`src/rtl/pc_fetch_sequencer.sv`:
```
// pc_fetch_sequencer
// Holds the architectural PC and runs the fetch handshake with a variable-latency
// instruction memory. Each instruction goes through FETCH -> WAIT -> ISSUE. The next
// PC is committed only when ISSUE is left. HALT and ERR are terminal until reset.
// All outputs are decoded from registered state, so no input has a combinational
// path to an output.
module pc_fetch_sequencer #(
    parameter logic [15:0] RESET_PC = 16'h0000,
    parameter int unsigned MAX_WAIT = 15
) (
    input  logic        clk,
    input  logic        rst_n,
    output logic [15:0] pc_cur,
    input  logic [15:0] pc_next,
    input  logic        br_reg,
    input  logic [15:0] br_target,
    input  logic        stall,
    input  logic        halt,
    output logic        imem_req,
    output logic [15:0] imem_addr,
    input  logic        imem_rdy,
    input  logic [15:0] imem_data,
    output logic [15:0] instr,
    output logic        instr_valid,
    output logic        halted,
    output logic        err
);

    typedef enum logic [2:0] {
        S_IDLE,
        S_FETCH,
        S_WAIT,
        S_ISSUE,
        S_HALT,
        S_ERR
    } state_e;

    // Last WAIT count value before the watchdog trips. WAIT holds for MAX_WAIT cycles in total.
    localparam logic [7:0] WAIT_LAST = 8'(MAX_WAIT - 1);

    state_e      state_q, state_d;
    logic [15:0] pc_q, pc_d;
    logic [15:0] instr_q, instr_d;
    logic [7:0]  wait_cnt_q, wait_cnt_d;

    // Next-state, PC commit, instruction capture and watchdog count.
    always_comb begin
        // NOTE: every signal gets a default before the case statement, so no path leaves it unassigned (no latch).
        state_d    = state_q;
        pc_d       = pc_q;
        instr_d    = instr_q;
        wait_cnt_d = wait_cnt_q;

        unique case (state_q)
            S_IDLE: begin
                state_d = S_FETCH;
            end
            S_FETCH: begin
                // The request is a single cycle. Any imem_rdy seen here belongs to no fetch.
                wait_cnt_d = 8'd0;
                state_d    = S_WAIT;
            end
            S_WAIT: begin
                if (imem_rdy) begin
                    instr_d = imem_data;
                    state_d = S_ISSUE;
                end else begin
                    wait_cnt_d = wait_cnt_q + 8'd1;
                    if (wait_cnt_q == WAIT_LAST) begin
                        state_d = S_ERR;
                    end
                end
            end
            S_ISSUE: begin
                if (halt) begin
                    state_d = S_HALT;
                end else if (!stall) begin
                    // The PC is halfword aligned. Bit 0 of either source is dropped.
                    pc_d    = (br_reg ? br_target : pc_next) & 16'hFFFE;
                    state_d = S_FETCH;
                end
            end
            S_HALT:  state_d = S_HALT;
            S_ERR:   state_d = S_ERR;
            default: state_d = S_IDLE;
        endcase
    end

    // State registers. Asynchronous reset aborts any fetch that is in flight.
    always_ff @(posedge clk or negedge rst_n) begin
        if (!rst_n) begin
            state_q    <= S_IDLE;
            pc_q       <= RESET_PC;
            instr_q    <= 16'h0000;
            wait_cnt_q <= 8'd0;
        end else begin
            // NOTE: use non-blocking assignments in clocked blocks, so every flop samples the values from before the edge.
            state_q    <= state_d;
            pc_q       <= pc_d;
            instr_q    <= instr_d;
            wait_cnt_q <= wait_cnt_d;
        end
    end

    assign pc_cur      = pc_q;
    assign imem_addr   = pc_q;
    assign instr       = instr_q;
    assign imem_req    = (state_q == S_FETCH);
    assign instr_valid = (state_q == S_ISSUE);
    assign halted      = (state_q == S_HALT);
    assign err         = (state_q == S_ERR);

endmodule

```
`config.mk`:
```
export PLATFORM = sky130hd
export DESIGN_NAME = pc_fetch_sequencer
export DESIGN_NICKNAME = d
export VERILOG_FILES = /design/src/rtl/pc_fetch_sequencer.sv
export SDC_FILE = /design/constraint.sdc
export NUM_CORES = 1
export LEC_CHECK = 0
export CAP_MARGIN = 25
export CORE_MARGIN = 2
export CORE_UTILIZATION = 43
export DETAILED_ROUTE_END_ITERATION = 8
export GPL_ROUTABILITY_DRIVEN = 0
export GPL_TIMING_DRIVEN = 1
export PLACE_DENSITY = 0.83
export SLEW_MARGIN = 20
export SYNTH_ARGS = -nofsm -noshare
export SYNTH_HDL_FRONTEND = slang
export SYNTH_SLANG_ARGS = --single-unit
export TNS_END_PERCENT = 1
```
`constraint.sdc`:
```
create_clock -name clk -period 4.6 [get_ports clk]
set_clock_uncertainty 0.2 [all_clocks]
set_input_delay 0.92 -clock clk [delete_from_list [all_inputs] [get_ports clk]]
set_output_delay 0.92 -clock clk [all_outputs]
set_load 0.01 [all_outputs]
```
# Word-level counts from Yosys, hierarchy flattened
# Cells that the tools add are included.
[word_totals] romBits=0 output_inout_bits=52 ff_bits=42 latchBits=0 memories=0 ram_bits=0 elab_cells=30
[classes] shift=0 n_reduce_logical=6 n_eq_ne=9 n_mux=8 n_div=0 mul=0 n_addsub=1 bitwise=2 order_cmp=0
[op_table] cell="one-hot mux 3 bit (6 select lines)" count=1
[op_table] cell="two-way mux 16 bit" count=1
[op_table] cell="one-hot mux 8 bit (2 select lines)" count=1
[op_table] cell="two-way mux 3 bit" count=4
[op_table] cell="adder 8 x 1 -> 8 bit (second input constant)" count=1
[op_table] cell="== test 8 x 4 -> 1 bit (second input constant)" count=1
[op_table] cell="two-way mux 8 bit" count=1
[op_table] cell="== test 3 x 2 -> 1 bit (second input constant)" count=2
[op_table] cell="== test 3 bit (second input constant)" count=2
[op_table] cell="!= test 3 bit (second input constant)" count=2
[op_table] cell="AND reduction 2 bit" count=3
[op_table] cell="== test 3 x 1 -> 1 bit (second input constant)" count=1
[op_table] cell="zero test 3 bit" count=1
[op_table] cell="AND reduction 3 bit" count=1
[op_table] cell="!= test 2 bit (second input constant)" count=1
[op_table] cell="NOT 1 bit" count=2
[op_table] cell="nonzero test 2 bit" count=1

# Depth between registers and ports, before layout
# Gate-level depths: netlist of the first run.
[logic_depth] ltp_word=4 ltp_mapped=5 depth_no_buf=5

# Worst setup path before layout of the first run
# No wires, ideal clock.
[synth_timing] path_kind="input to register" startpoint="input imem_rdy" endpoint="register wait_cnt_q[7]" n_path_buf=2 arrival_time_ns=2.118 setup_ns=0.140 cell_stages=5 setup_slack_ns=2.143 path_cell_list="or4b_1 clkbuf_1 clkbuf_1 o311ai_0 o41ai_1"
[synth_between] elab_chain_len=2
[synth_rtl] element="from (decl)" line_no="21" text="input logic imem_rdy,"
[synth_rtl] element="!= test 2 bit (no source line)"
[synth_rtl] element="AND reduction 2 bit (no source line)"
[synth_rtl] element="to (signal assigned)" line_no="101" text="wait_cnt_q <= wait_cnt_d;"
[synth_rtl] element="to (decl)" line_no="44" text="logic [7:0] wait_cnt_q, wait_cnt_d;"
# Every way passes these cells.
# A chain may end at the register's enable or synchronous reset.

# Worst setup path in the final report of the first run
[layout_timing] startpoint="register state_q[2]" endpoint="output imem_req"
[layout_between] elab_chain_len=1
[layout_rtl] element="from (decl)" line_no="41" text="state_e state_q, state_d;"
[layout_rtl] element="from (signal assigned)" line_no="98" text="state_q <= state_d;"
[layout_rtl] element="== test 3 x 1 -> 1 bit" line_no="108" text="assign imem_req = (state_q == S_FETCH);"
[layout_rtl] element="to (decl)" line_no="19" text="output logic imem_req,"
# Every way passes these cells.

==> results of run 1 <==
-- worst max-delay path, cell delays in order, from the launching register on --
cell and delay, ps:
dfrtp_1 550, or3b_2 550, inv_1 220, clkdlybuf4s50_1 590
-- registers in the layout (all words and copies together) (netlist names) --
signal,cells
imem_addr,15
instr,16
state_q,3
wait_cnt_q,8
-- cell type report --
cell class / instances / area, µm² / area share, %
Clock inverter: 2 / 12.51 / 0.3912
Clock buffer: 6 / 82.58 / 2.582
Sequential cell: 42 / 1051 / 32.86
Timing Repair Buffer: 103 / 1045 / 32.67
Multi-Input combinational cell: 100 / 912.1 / 28.52
Inverter: 3 / 11.26 / 0.3521
Tap cell: 67 / 83.83 / 2.621
-- worst paths after layout --
check | start | to | slack, ps | cells past startpoint
worst max-delay path | state_q[2] | imem_req | 1280 | 3
worst min-delay path | instr[1] | instr[1] | 310 | 1
worst max register to register | state_q[2] | wait_cnt_q[6] | 2280 | 3
worst min register to register | instr[1] | instr[1] | 310 | 1
max in group asynchronous | rst_n | imem_addr[8] | 3360 | 2
min in group asynchronous | rst_n | wait_cnt_q[1] | 370 | 1
-- kinds of logic after synthesis --
group | after synthesis | share of synthesized area, %
muxes | 46 | 24.44
DFF | 42 | 49.59
buffers and inverters | 30 | 8.677
and+or+nand+nor | 29 | 9.445
AOI/OAI and AO/OA | 21 | 6.494
adders and majority gates | 2 | 1.180
other | 1 | 0.1769
-- power by group through the flow --
stage          clock network (mW)  logic (mW)  registers, mW
3_3_place_gp                    0       0.855          0.654
3_5_place_dp                    0       0.869          0.664
4_1_cts                     0.258       0.870          0.657
2_1_floorplan                   0       0.406          0.684
6_report                    0.247       0.864          0.654
5_1_grt                     0.272       0.931          0.680
-- cell usage after synthesis (all sizes together) --
cell	number
nor4bb	1
o21a	1
and3b	2
a221oi	1
buf	23
nor4	1
nor3b	1
a31oi	1
o21bai	1
o21ai	4
nand4	1
a21oi	6
a22o	1
dfrtp	42
nand3	5
o311ai	1
nor2b	1
nand3b	1
or4b	2
o31ai	2
nand2b	2
conb	1
or3b	1
nand2	3
o41ai	2
nor4b	2
mux2	46
a21o	1
nor2	1
or4	2
clkbuf	4
or3	3
ha	2
inv	3
-- per-layer routing --
metal  track usage [%]  routed length [µm]
met1             20.21                1892
met2             28.27                2191
met3             5.420                 381
met4             4.242                  45
met5                 0                   0
-- through the flow --
stage                     instances  area (µm²)
after global routing            323        3198
after detailed placement        313        3064
after floorplan                 172        2123
after CTS                       321        3159
final                           323        3198
after global placement          313        3064
==> results.md, run 1 <==
* Global-route wire length before repair at 6982 µm
* Clk sinks at 42
* WHS at 310.9 ps
* Worst Tran Pin Value at slightly below 1000 ps
* Most frequent cells in the layout: 100 x clkdlybuf4s50_1, 46 x mux2_2, 42 x dfrtp_1
* Antenna violations before repair at 0
* Total CTS buffers at 5
* WP data required at 3480 ps
* WL/cell at 13.96 µm
* H-tree lvl count at 2
* Pwr dens at 552.1 mW/mm²
* HP Class: register to register
* DRT iter0 DRCs at 60
* I/O Buffers at between 100 and 150
* Die area at 0.005506 mm²
* Syn. warnings at 0
* Core ar. at around 0.0047 mm²
* Leak Pwr at between 1 and 1.5 nW
* Final setup TNS at 0 ps
* Io pins at 106
* Switching share of power at 31.56%
* Worst-Skew Late Latency at 290 ps
* VDD IR max at 0.0002697 V
* Power Total at 1.766 mW
* Crit share post-route at 72.24%
* Final Hold Fails at 0
* Utilization after layout at 67.71%
* DPL Wire Length at 3354 µm
* Distinct cells, synth at 36
* Max-slew violations at 0
* Layout Nets at 311
* Hold_buf cts at 0
* # diodes at 0
* Count of antenna-violating nets left after detailed routing at 0
* Synthesized area per cell at 12.39 µm²
* Fill cells at between 300 and 400
* Area grow syn2layout at 50.89%
* Minimum clock period at 3323 ps
* DRT Pass-1 Iters at 4
* Clock Power Share at 14.0%
* Fmax at 300.9 MHz
* Pin count of the biggest net entering global routing at between 40 and 50
* Routed vias at 1,622
* Logic pwr share at 48.9%
* Layout cells sized above 1 at 23.83%
* Power share of the sequential group at 37.1%
* CTS tree: done
* Synthesized instance count at between 150 and 200
* Worst-path clk slew at 80 ps
* Leading area contributor after synthesis: dfrtp_1
* Unrepaired setup endpoints after global routing: false
* Initial Util at between 40 and 50%
* Status: finished, final reports clean
* CP Launch Type: register
* Total of max-cap violations at 0
* Die Width at 74.21 µm
* Commonest non-fill, non-tap cell in the layout: clkdlybuf4s50_1
* Int Power at around 1.2 mW
* Arr. time, crit path at 2200 ps
* CP Class: register to output port
* Die height at 74.21 µm
* Vias in the first global route at 1,502
* Setup WS post-layout at about 1300 ps
* Total GRT Usage at 16.53%
* Synth top area share at 49.59%
* Switch Pwr at approximately 560 µW
* DRC at 0
* Root Buffer: clkbuf_8
* Synth Register Bits at between 40 and 50
* Post_cts resized at 0
* Synth area leaders: dfrtp_1 50%, mux2_2 24%, buf_4 6.0%
* Post-Route WL at 4510 µm
* Clock buffer depth at 2
* Place WS at 1351 ps
* Slew headroom at approximately 34%
* Final setup violation count at 0
* Via density at about 5
* GR Overflow Total at 0
* FP Rows at 25
* Post-synthesis sequential area ratio at 49.59%
* Post-CTS Setup Repair Bufs at 0
* Post-Syn Area at roughly 0.0021 mm²
* Critical path capture point type: output port
* Critical path peak fanout at 13
Note: power is estimated with default switching activity, not from simulation.
==> run 2: changes to the inputs <==
--- a/config.mk
+++ b/config.mk
@@ -7,11 +7,11 @@
 export LEC_CHECK = 0
 export CAP_MARGIN = 25
 export CORE_MARGIN = 2
-export CORE_UTILIZATION = 43
+export CORE_UTILIZATION = 40
 export DETAILED_ROUTE_END_ITERATION = 8
 export GPL_ROUTABILITY_DRIVEN = 0
 export GPL_TIMING_DRIVEN = 1
-export PLACE_DENSITY = 0.83
+export PLACE_DENSITY = 0.78
 export SLEW_MARGIN = 20
 export SYNTH_ARGS = -nofsm -noshare
 export SYNTH_HDL_FRONTEND = slang
==> constraint.sdc (replaced) <==
create_clock -name clk -period 3.1 [get_ports clk]
set_clock_uncertainty 0.2 [all_clocks]
set_input_delay 0.62 -clock clk [delete_from_list [all_inputs] [get_ports clk]]
set_output_delay 0.62 -clock clk [all_outputs]
set_load 0.01 [all_outputs]
==> results.md, run 2 (synthesis gave the netlist of run 1 again) <==
* Crit share post-route at between 90 and 100%
* Die Width at between 70 and 80 µm
* Total GRT Usage at ~16%
* Switch Pwr at 824.4 µW
* Fill cells at ~420
* DRT Pass-1 Iters at 4
* Most frequent cells in the layout: 100 x clkdlybuf4s50_1, 46 x mux2_2, 42 x dfrtp_1
* Max-slew violations at 0
* Total of max-cap violations at 0
* Clock Power Share at between 10% and 20%
* Pwr dens at 835.4 mW/mm²
* VDD IR max at between 0.0004 and 0.0005 V
* Routed vias at around 1,700
* Grt met3 use at under 10%
* Logic pwr share at 49.8%
* DRC at 0
* Core ar. at around 0.005 mm²
* Int Power at 1.889 mW
* # diodes at 0
* Initial Util at 41.50%
* Worst-Skew Late Latency at 280 ps
* Clock buffer depth at 2
* H-tree lvl count at 2
* Post-Route WL at 4841 µm
* CP max stage cell: clkdlybuf4s50_1
* DRT iter0 DRCs at 33
* Vias in the first global route at 1,658
* Antenna violations before repair at 0
* Critical path peak fanout at 11
* WP data required at between 2000 and 2500 ps
* CTS tree: done
* Count of antenna-violating nets left after detailed routing at 0
* Die height at approximately 77 µm
* HP Class: register to register
* Leak Pwr at 1.315 nW
* Status: finished, final reports clean
* Placed instance area at 0.003105 mm²
* Crit-path cells: or3b_2, inv_1, clkdlybuf4s50_1
* Critical path capture point type: output port
* CP Class: register to output port
* WL/cell at 14.67 µm
* DPL Wire Length at 3531 µm
* Crit path largest cell delay at between 500 and 600 ps
* Largest register FFs at 16
* Fmax at 342.0 MHz
* Power share of the sequential group at 34.3%
* Io pins at 106
* Fin area at 0.003248 mm²
* Layout cells sized above 1 at 24.62%
* Commonest non-fill, non-tap cell in the layout: clkdlybuf4s50_1
* Die area at roughly 0.0059 mm²
* Switching share of power at 30.38%
* Pin count of the biggest net entering global routing at 43
* Arr. time, crit path at about 2100 ps
* Area grow syn2layout at 53.25%
* Final Hold Fails at 0
* Minimum clock period at around 3000 ps
* Via density at 5.015
* GR Overflow Total at 0
* CP Launch Type: register
* Met1 global-route usage at just under 20%
* Total CTS buffers at 5
* Final setup TNS at 0 ps
* Global-route wire length before repair at between 7000 and 8000 µm
* Power Total at 2.714 mW
* Worst-path clk slew at around 80 ps
* Met2 global-route usage at 28.60%
* Unrepaired setup endpoints after global routing: false
* Clk sinks at 42
* WHS at 308.3 ps
* Final setup violation count at 0
* I/O Buffers at 101
* Root Buffer: clkbuf_8
* FP Rows at 26
* Layout Nets at roughly 320
* Busiest grt layer: met2
-- run 2: changes by cell type in the layout (fill, tap and decap cells not counted), sizes merged --
cell / before / now
bufinv: 0 / 1
buf: 3 / 7
clkinvlp: 1 / 0
clkinv: 1 / 0
dlygate4sd3: 0 / 1
-- run 2: per-layer routing --
metal	part of all wire [%]	up-vias
met4	0.27	0
li1	-	777
met5	0	-
met2	49	75
met1	43	801
met3	7.0	2
-- run 2: power by group through the flow --
stage | sequential [mW] | clock [mW] | combinational (mW)
6_report | 0.931 | 0.433 | 1.35
5_1_grt | 0.968 | 0.472 | 1.43
4_1_cts | 0.935 | 0.451 | 1.36
3_5_place_dp | 0.947 | 0 | 1.36
3_3_place_gp | 0.934 | 0 | 1.34
2_1_floorplan | 1.01 | 0 | 0.602
-- run 2: final cells by class --
class                      instances  area [µm²]  share of cell area, %
clock buffer                       6       82.58                  2.542
sequential                        42        1051                  32.36
inverter                           3       11.26                 0.3467
clock inverter                     1       30.03                 0.9245
multi-input combinational        100       912.1                  28.08
timing repair buffer             108        1074                  33.05
tap                               70       87.58                  2.696
-- run 2: final timing paths --
kind / from / end / slack [ps] / cells after the start
max: state_q[1] / imem_req / 180 / 3
min: instr[6] / instr[6] / 310 / 1
max reg2reg: state_q[0] / wait_cnt_q[6] / 760 / 4
min reg2reg: instr[6] / instr[6] / 310 / 1
max in group asynchronous: rst_n / instr[12] / 1710 / 3
min in group asynchronous: rst_n / state_q[1] / 540 / 2
-- run 2: what timing repair did --
item	4_1_cts	5_1_grt
hold endpoints to repair	0	9
buffers inserted	0	0
setup endpoints to repair	0	0
hold buffers	0	1
resized for setup	0	0
-- run 2: stage by stage --
stage          std cells  setup WS [ps]  utilization (%)
5_1_grt              330          66.37            63.60
6_report             330          176.1            63.60
3_5_place_dp         321          285.1            60.80
2_1_floorplan        172          942.6                -
3_3_place_gp         321          320.4            60.80
4_1_cts              328          153.8            63.01
-- run 2: worst max-delay path: cells and delay by family (launching register included) --
kind | cells | cell delay (ps)
simple gates | 1 | 550
buf+inv | 2 | 790
flops | 1 | 480
==> run 3: changes to the inputs <==
--- a/config.mk
+++ b/config.mk
@@ -10,7 +10,7 @@
 export CORE_UTILIZATION = 40
 export DETAILED_ROUTE_END_ITERATION = 8
 export GPL_ROUTABILITY_DRIVEN = 0
-export GPL_TIMING_DRIVEN = 1
+export GPL_TIMING_DRIVEN = 0
 export PLACE_DENSITY = 0.78
 export SLEW_MARGIN = 20
 export SYNTH_ARGS = -nofsm -noshare
==> results.md, run 3 (synthesis gave the netlist of run 1 again) <==
* Largest register FFs at 16
* WL/cell at ~14 µm
* DPL Wire Length at 3714 µm
* Fin area at approximately 0.0033 mm²
* Power Total at 2.760 mW
* Post-Route WL at 4803 µm
* Via density at around 4.8
* Antenna violations before repair at 0
* DRT Pass-1 Iters at 4
* Most frequent cells in the layout: 99 x clkdlybuf4s50_1, 46 x mux2_2, 42 x dfrtp_1
* Layout cells sized above 1 at between 20% and 30%
* Io pins at 106
* Root Buffer: clkbuf_8
* Worst-Skew Late Latency at a little under 300 ps
* Core ar. at 0.005107 mm²
* Routed vias at 1,700
* Slew headroom at 60.42%
* Total GRT Usage at 16.49%
* Status: finished, final reports clean
* CP Launch Type: register
* Max-slew violations at 0
* CP Class: register to output port
* Switch Pwr at 849.2 µW
* Placed instance area at between 0.003 and 0.004 mm²
* WP data required at 2280 ps
* Minimum clock period at 2924 ps
* Logic pwr share at 53.6%
* GR Overflow Total at 0
* FP Rows at 26
* Critical path peak fanout at 10
* Count of antenna-violating nets left after detailed routing at 0
* Clk sinks at between 40 and 50
* Arr. time, crit path at 2100 ps
* Int Power at between 1.5 and 2 mW
* Crit share post-route at approximately 94%
* Initial Util at just over 40%
* H-tree lvl count at 2
* Final setup violation count at 0
* HP Class: primary input to async pin
* CTS tree: done
* DRT iter0 DRCs at 41
* Area grow syn2layout at 56.55%
* Pwr dens at roughly 830 mW/mm²
* Pin count of the biggest net entering global routing at 25
* Setup WS post-layout at 176.2 ps
* Vias in the first global route at ~1,600
* Leak Pwr at 1.383 nW
* Switching share of power at 30.77%
* Final setup TNS at 0 ps
* Layout Nets at 336
* Clock Power Share at between 10% and 20%
* Die Width at ~77 µm
* Fill cells at between 400 and 500
* DRC at 0
* Worst Tran Pin Value at a little under 600 ps
* Die area at 0.005897 mm²
* Final Hold Fails at 0
* Global-route wire length before repair at 7783 µm
* Die height at 76.80 µm
* Unrepaired setup endpoints after global routing: false
* Critical path capture point type: output port
* VDD IR max at 0.0004197 V
* Clock buffer depth at 2
* Fmax at 342.0 MHz
* Commonest non-fill, non-tap cell in the layout: clkdlybuf4s50_1
* Power share of the sequential group at around a third
* # diodes at 0
* Worst-path clk slew at 70 ps
* WHS at 67.56 ps
* Total of max-cap violations at 0
* Total CTS buffers at 5
* I/O Buffers at 100
* Place WS at ~260 ps
-- run 3: critical path: stages, from the launching register on --
cell and delay [ps]:
dfrtp_1 410, buf_2 190, or3b_2 510, inv_2 140, clkdlybuf4s50_1 560
-- run 3: per-stage QoR --
| step | instances | utilization [%] |
|---|---|---|
| floorplan | 172 | - |
| CTS | 351 | 64.97 |
| finish | 351 | 64.97 |
| global placement | 342 | 62.89 |
| global route | 351 | 64.97 |
| detailed placement | 343 | 63.18 |
-- run 3: path summary, 6_finish.rpt --
| check | from | end | slack [ps] | depth (start not counted) |
|---|---|---|---|---|
| max in group asynchronous | rst_n | instr[11] | 2160 | 2 |
| min in group clk | instr[3] | instr[3] | 310 | 1 |
| max | state_q[2] | imem_req | 180 | 4 |
| min reg2reg | instr[3] | instr[3] | 310 | 1 |
| max reg2reg | state_q[2] | wait_cnt_q[7] | 910 | 5 |
| min | rst_n | state_q[0] | 70 | 1 |
-- run 3: what timing repair did --
item | CTS | global route
hold buffers | 0 | 0
resized for setup | 0 | 1
endpoints found under the setup margin | 0 | 1
setup buffers | 0 | 0
-- run 3: cell type report --
cell class                      count  area [µm²]  share of cell area (%)
Buffer                             27       172.7                   5.204
Clock buffer                        7       86.33                   2.602
Clock inverter                      1       5.005                  0.1508
Inverter                            3       11.26                  0.3394
Multi-Input combinational cell    100       888.4                   26.77
Sequential cell                    42        1051                   31.67
Tap cell                           70       87.58                   2.640
Timing Repair Buffer              101        1016                   30.62
-- run 3: metal layers --
metal	global-route usage (%)	up-vias	part of all wire [%]
li1	-	815	-
met1	20.14	806	41
met2	27.37	75	48
met3	5.176	4	9.5
met4	6.000	0	0.69
met5	0	-	0
-- run 3: power by group through the flow --
stage | sequential (mW) | clock [mW] | combinational, mW
floorplan | 1.01 | 0 | 0.602
global placement | 0.923 | 0 | 1.46
detailed placement | 0.938 | 0 | 1.49
CTS | 0.926 | 0.371 | 1.49
global route | 0.959 | 0.393 | 1.57
finish | 0.923 | 0.358 | 1.48
==> variant 1 (flow settings as in run 3) <==
The 6 states of `state_e` get a one-hot encoding in 6 bits.
--- a/src/rtl/pc_fetch_sequencer.sv
+++ b/src/rtl/pc_fetch_sequencer.sv
@@ -28,9 +28,9 @@
 
-    typedef enum logic [2:0] {
-        S_IDLE,
-        S_FETCH,
-        S_WAIT,
-        S_ISSUE,
-        S_HALT,
-        S_ERR
+    typedef enum logic [5:0] {
+        S_IDLE  = 6'b000001,
+        S_FETCH = 6'b000010,
+        S_WAIT  = 6'b000100,
+        S_ISSUE = 6'b001000,
+        S_HALT  = 6'b010000,
+        S_ERR   = 6'b100000
     } state_e;
Behaviour: no difference found for any inputs over 10 cycles, from zero or initial values and one cycle with rst_n low; not proved beyond that.
==> variant 1 against run 3 <==
  * Total power fell by 13%
  * Final cell count rose by 2.0%
  * Die area rose by 9.3%
  * Worst setup slack got worse by 0.026 ns
  * Sequential cell count rose by 3
  * Utilization fell by 1.4 points
  * Synthesized area rose by 9.8%
  * Worst hold slack got worse by 0.0066 ns
  * Design area rose by 6.8%
  * Critical path depth rose by 1
  * Routed wire length rose by 7.5%
  * Via count rose by 2.8%
  * Critical path type unchanged
  * Largest cell class unchanged
  * Highest routed layer unchanged
==> variant 1: results (changes against run 3) <==
INFO  sta            slew_headroom=60.8% [+0.37 points]
INFO  global_routing grt_first_pass_wirelength=8440um [+8.4%]
INFO  power_and_ir_drop p_leak=1.59nW [+15%]
INFO  global_routing via_count_of_the_first_global_routing_pass=1730 [+7.9%]
INFO  global_routing grtUsageTotal=16.8% [+0.30 points]
INFO  detailed_routing dr.pass1.iters=4 [unchanged]
INFO  detailed_routing wl_met2=2440um [+4.9%]
INFO  cells_and_area layout-drive-gt1-share=29.7% [+0.54 points]
INFO  clock_network  cts_root_buffer=sky130_fd_sc_hd__clkbuf_8
INFO  detailed_routing top_layer_used=met4
INFO  global_routing gr_layer_usage_met1=21.4% [+1.3 points]
INFO  global_routing globalRoute.busiestLayer=met2
INFO  global_routing grt_start_max_net_pins=28 [+12%]
INFO  synth          ys_types=39 [+8.3%]
INFO  clock_network  clock_insertion_delay_worst_skew=0.30ns
INFO  synth          synth_sequential_area_ratio=48.4% [-1.1 points]
INFO  critical_path  worst-endpoint-arrival=2.13ns [+0.03 ns]
INFO  cells_and_area nNetsFinal=342 [+1.8%]
INFO  placement      place.detailed.hpwl=3980um [+7.2%]
INFO  critical_path  cpLargestDelayFamily=buffers and inverters
INFO  hold_path      min_path_type=input pin to async pin
INFO  cells_and_area fillCellCount=447 [+5.9%]
INFO  placement      place_inst=351 [+2.3%]
INFO  detailed_routing detailroute.wirelength.met3=459um [+0.66%]
INFO  global_routing grt.met2_usage=28.4% [+1.0 points]
INFO  clock_network  ctsLongestPathBuffers=2 [unchanged]
INFO  detailed_routing route.final.wire_length=5160um [+7.5%]
INFO  placement      place_ws=0.407ns [+0.144 ns]
INFO  clock_network  cts_setup_buffers=0 [unchanged]
INFO  detailed_routing drt-met1-wl=2230um [+12%]
INFO  synth          synth.top_cells.by_area=sky130_fd_sc_hd__dfrtp_1 47%, sky130_fd_sc_hd__mux2_2 18%, sky130_fd_sc_hd__mux2_4 5.8%
INFO  synth          yosysWarnings=0 [unchanged]
INFO  synth          synthCells=177 [+3.5%]
INFO  critical_path  slowest_stage=sky130_fd_sc_hd__clkdlybuf4s50_1
INFO  detailed_routing initial_drc_count=81 [+98%]
INFO  clock_network  clk_pin_slew_worst_paths=0.09ns [+0.02 ns]
INFO  power_and_ir_drop vdd_drop_max=405uV [-3.5%]
INFO  synth          synth.cells.most_frequent=44 x sky130_fd_sc_hd__dfrtp_1, 37 x sky130_fd_sc_hd__mux2_2, 17 x sky130_fd_sc_hd__buf_4
INFO  detailed_routing via_per_inst=4.88 [+0.81%]
INFO  critical_path  path_max_fanout=8 [-2]
INFO  global_routing globalRouteMet3Util=5.17% [-0.0079 points]
INFO  clock_network  cts_resized=0 [unchanged]
INFO  outcome        outcome=finished clean
INFO  cells_and_area instances_no_fill=358 [+2.0%]
## variant 1: cell count changes after synthesis, sizes merged, moves of 3 or more
| cell | before | now |
|---|---|---|
| a21oi | 6 | 3 |
| buf | 23 | 19 |
| nand4b | 0 | 5 |
| nor2 | 1 | 7 |
| o21ai | 4 | 8 |
| xor2 | 0 | 5 |
## variant 1: cell families after synthesis
group                      count (synthesis)  synth area share [%]
AOI/OAI and AO/OA                         14                  3.28
adders and majority gates                  2                  1.08
DFF                                       45                  48.4
other                                      1                 0.161
muxes                                     48                  24.6
and+or+nand+nor                           37                  13.1
xor gates and xnor gates                   5                  1.88
buffers and inverters                     25                  7.47
## variant 1: final timing paths
| kind | from | end | slack [ns] | cells after the start |
|---|---|---|---|---|
| max in group asynchronous | rst_n | state_q[0] | 2.07 | 2 |
| max reg2reg | state_q[1] | imem_addr[4] | 0.97 | 5 |
| min | rst_n | imem_addr[5] | 0.06 | 1 |
| min reg2reg | instr[3] | instr[3] | 0.31 | 1 |
| min in group clk | instr[3] | instr[3] | 0.31 | 1 |
| max | state_q[4] | imem_req | 0.15 | 5 |
## variant 1: per-stage QoR
stage	power, mW	instance area, um^2	TNS, ns
after floorplan	1.42	2330	0
after global placement	1.97	3420	-3.73
after detailed placement	2.00	3440	0
after CTS	2.44	3540	0
after global routing	2.56	3540	0
final	2.41	3540	0
## variant 1: where the power goes
part	internal (mW)	switching, mW	leakage [nW]
logic	0.701	0.371	0.946
clock network	0.234	0.193	0.0540
registers	0.774	0.138	0.586
total	1.71	0.703	1.59
## variant 1: final cells by class
class	count	share of cell area [%]
clock inverter	2	0.989
clock buffer	5	1.94
timing repair buffer	101	28.7
buffer	22	4.59
tap	72	2.54
sequential	45	31.8
multi-input combinational	108	29.1
inverter	3	0.318
==> variant 2 (config.mk and constraints of run 3) <==
Made on the original files. Set the parameter `MAX_WAIT` to 7 (it was 15).
--- a/src/rtl/pc_fetch_sequencer.sv
+++ b/src/rtl/pc_fetch_sequencer.sv
@@ -8,3 +8,3 @@
     parameter logic [15:0] RESET_PC = 16'h0000,
-    parameter int unsigned MAX_WAIT = 15
+    parameter int unsigned MAX_WAIT = 7
 ) (
Function: changed (a bounded check fails within 10 cycles, from zero or initial values and one cycle with rst_n low).
==> variant 2 against run 3 <==
  * Critical path depth is 1 lower
  * Utilization is 0.37 points higher
  * Worst setup slack better by 0.012 ns
  * Design area is 1.2% higher
  * Die area is 0.50% higher
  * Total power is 2.4% higher
  * Routed wire length is 1.8% higher
  * Synthesized area is 0.53% higher
  * Synthesized cell count stayed put
  * Sequential power is 2% higher
  * Sequential cell count stayed put
  * Critical path type unchanged
  * Critical endpoint unchanged
==> variant 2: results (changes against run 3) <==
INFO  global_routing grtUsageTotal=16.9% [+0.39 points]
INFO  global_routing grt_first_pass_wirelength=8130um [+4.4%]
INFO  synth          synth_compound_area_share=6.22% [-0.27 points]
INFO  critical_path  timing.critical_path.slowest_cell_delay=0.59ns [+0.03 ns]
INFO  clock_network  cts_root_buffer=sky130_fd_sc_hd__clkbuf_8
INFO  synth          synth_sequential_area_ratio=49.3% [-0.26 points]
INFO  critical_path  slowest_stage=sky130_fd_sc_hd__clkdlybuf4s50_1
INFO  synth          asyncSetResetFlopFracSynth=100% [unchanged]
INFO  global_routing grt_start_max_net_pins=23 [-8.0%]
INFO  detailed_routing initial_drc_count=37 [-9.8%]
INFO  power_and_ir_drop p_leak=1.40nW [+1.0%]
INFO  critical_path  reg2reg_setup_slack=1.00ns [+0.09 ns]
INFO  sta            worst_pin_slew=0.540ns [-0.0487 ns]
INFO  cells_and_area layout-drive-gt1-share=28.6% [-0.61 points]
INFO  critical_path  crit_start=state_q[0]
INFO  placement      place.detailed.hpwl=3820um [+3.0%]
INFO  synth          ys_types=35 [-2.8%]
INFO  critical_path  startpoint_of_the_worst_slack_reg_to_reg_timing_path=state_q[1]
INFO  cells_and_area fillCellCount=436 [+3.3%]
INFO  global_routing via_count_of_the_first_global_routing_pass=1679 [+4.7%]
INFO  placement      post_dp_cell_area=0.00325mm^2 [+0.58%]
INFO  detailed_routing avgRoutedWirePerCell=14.0um [+2.1%]
INFO  sta            finalHoldWorstSlack=0.106ns [+0.0381 ns]
INFO  placement      numPortBuffers=100 [unchanged]
INFO  synth          portion_of_netlist_area_occupied_by_mux_cells=24.8% [+0.34 points]
INFO  detailed_routing via_per_inst=4.87 [+0.46%]
INFO  synth          synth.cells.most_frequent=46 x sky130_fd_sc_hd__mux2_2, 42 x sky130_fd_sc_hd__dfrtp_1, 19 x sky130_fd_sc_hd__buf_4
INFO  detailed_routing route.final.wire_length=4890um [+1.8%]
INFO  outcome        outcome=finished clean
INFO  synth          synth.top_cells.by_area=sky130_fd_sc_hd__dfrtp_1 49%, sky130_fd_sc_hd__mux2_2 24%, sky130_fd_sc_hd__buf_4 6.7%
INFO  power_and_ir_drop vdd_drop_max=497uV [+18%]
INFO  synth          synth_fa_ha_area_share=1.17% [-0.0062 points]
## variant 2: per-stage QoR
step	setup slack (ns)	power [mW]
2_1_floorplan	0.977	1.61
3_3_place_gp	0.0665	2.38
3_5_place_dp	0.409	2.42
4_1_cts	0.165	2.86
5_1_grt	0.0865	2.99
6_report	0.188	2.83
## variant 2: cell families after synthesis
family          count (synthesis)
other cells                     1
fa+ha+maj                       2
mux                            47
buf+inv                        26
compound gates                 21
simple gates                   32
flops                          42
## variant 2: final timing paths
path,end,cells after the start
worst min register to register,instr[5],1
max in group asynchronous,instr[1],2
worst min-delay path,imem_addr[13],1
worst max register to register,instr[13],4
worst max-delay path,imem_req,3
min in group clk,instr[5],1
## variant 2: power by group
group / switching [mW] / leakage (nW) / internal [mW]
combinational: 0.498 / 0.816 / 0.951
sequential: 0.166 / 0.523 / 0.776
clock: 0.179 / 0.0573 / 0.258
total: 0.843 / 1.40 / 1.98
## variant 2: layer usage
metal | track usage [%] | part of all wire (%)
met5 | 0 | 0
met1 | 22.6 | 46
met3 | 5.06 | 7.1
met2 | 27.7 | 46
met4 | 2.68 | 0.27
## variant 2: final cells by class
cell class | instances | area (um^2) | area share, %
Clock buffer | 6 | 82.6 | 2.46
Sequential cell | 42 | 1050 | 31.3
Buffer | 22 | 155 | 4.62
Tap cell | 70 | 87.6 | 2.61
Clock inverter | 1 | 30.0 | 0.894
Multi-Input combinational cell | 104 | 913 | 27.2
Timing Repair Buffer | 101 | 1020 | 30.5
Inverter | 4 | 15.0 | 0.447
## variant 2: worst reg2reg max path, cell delays in order, from the launching register on
cell                      delay, ns
sky130_fd_sc_hd__dfrtp_1       0.45
sky130_fd_sc_hd__or2b_1        0.33
sky130_fd_sc_hd__nor2_2        0.38
sky130_fd_sc_hd__buf_4         0.27
sky130_fd_sc_hd__mux2_2        0.35
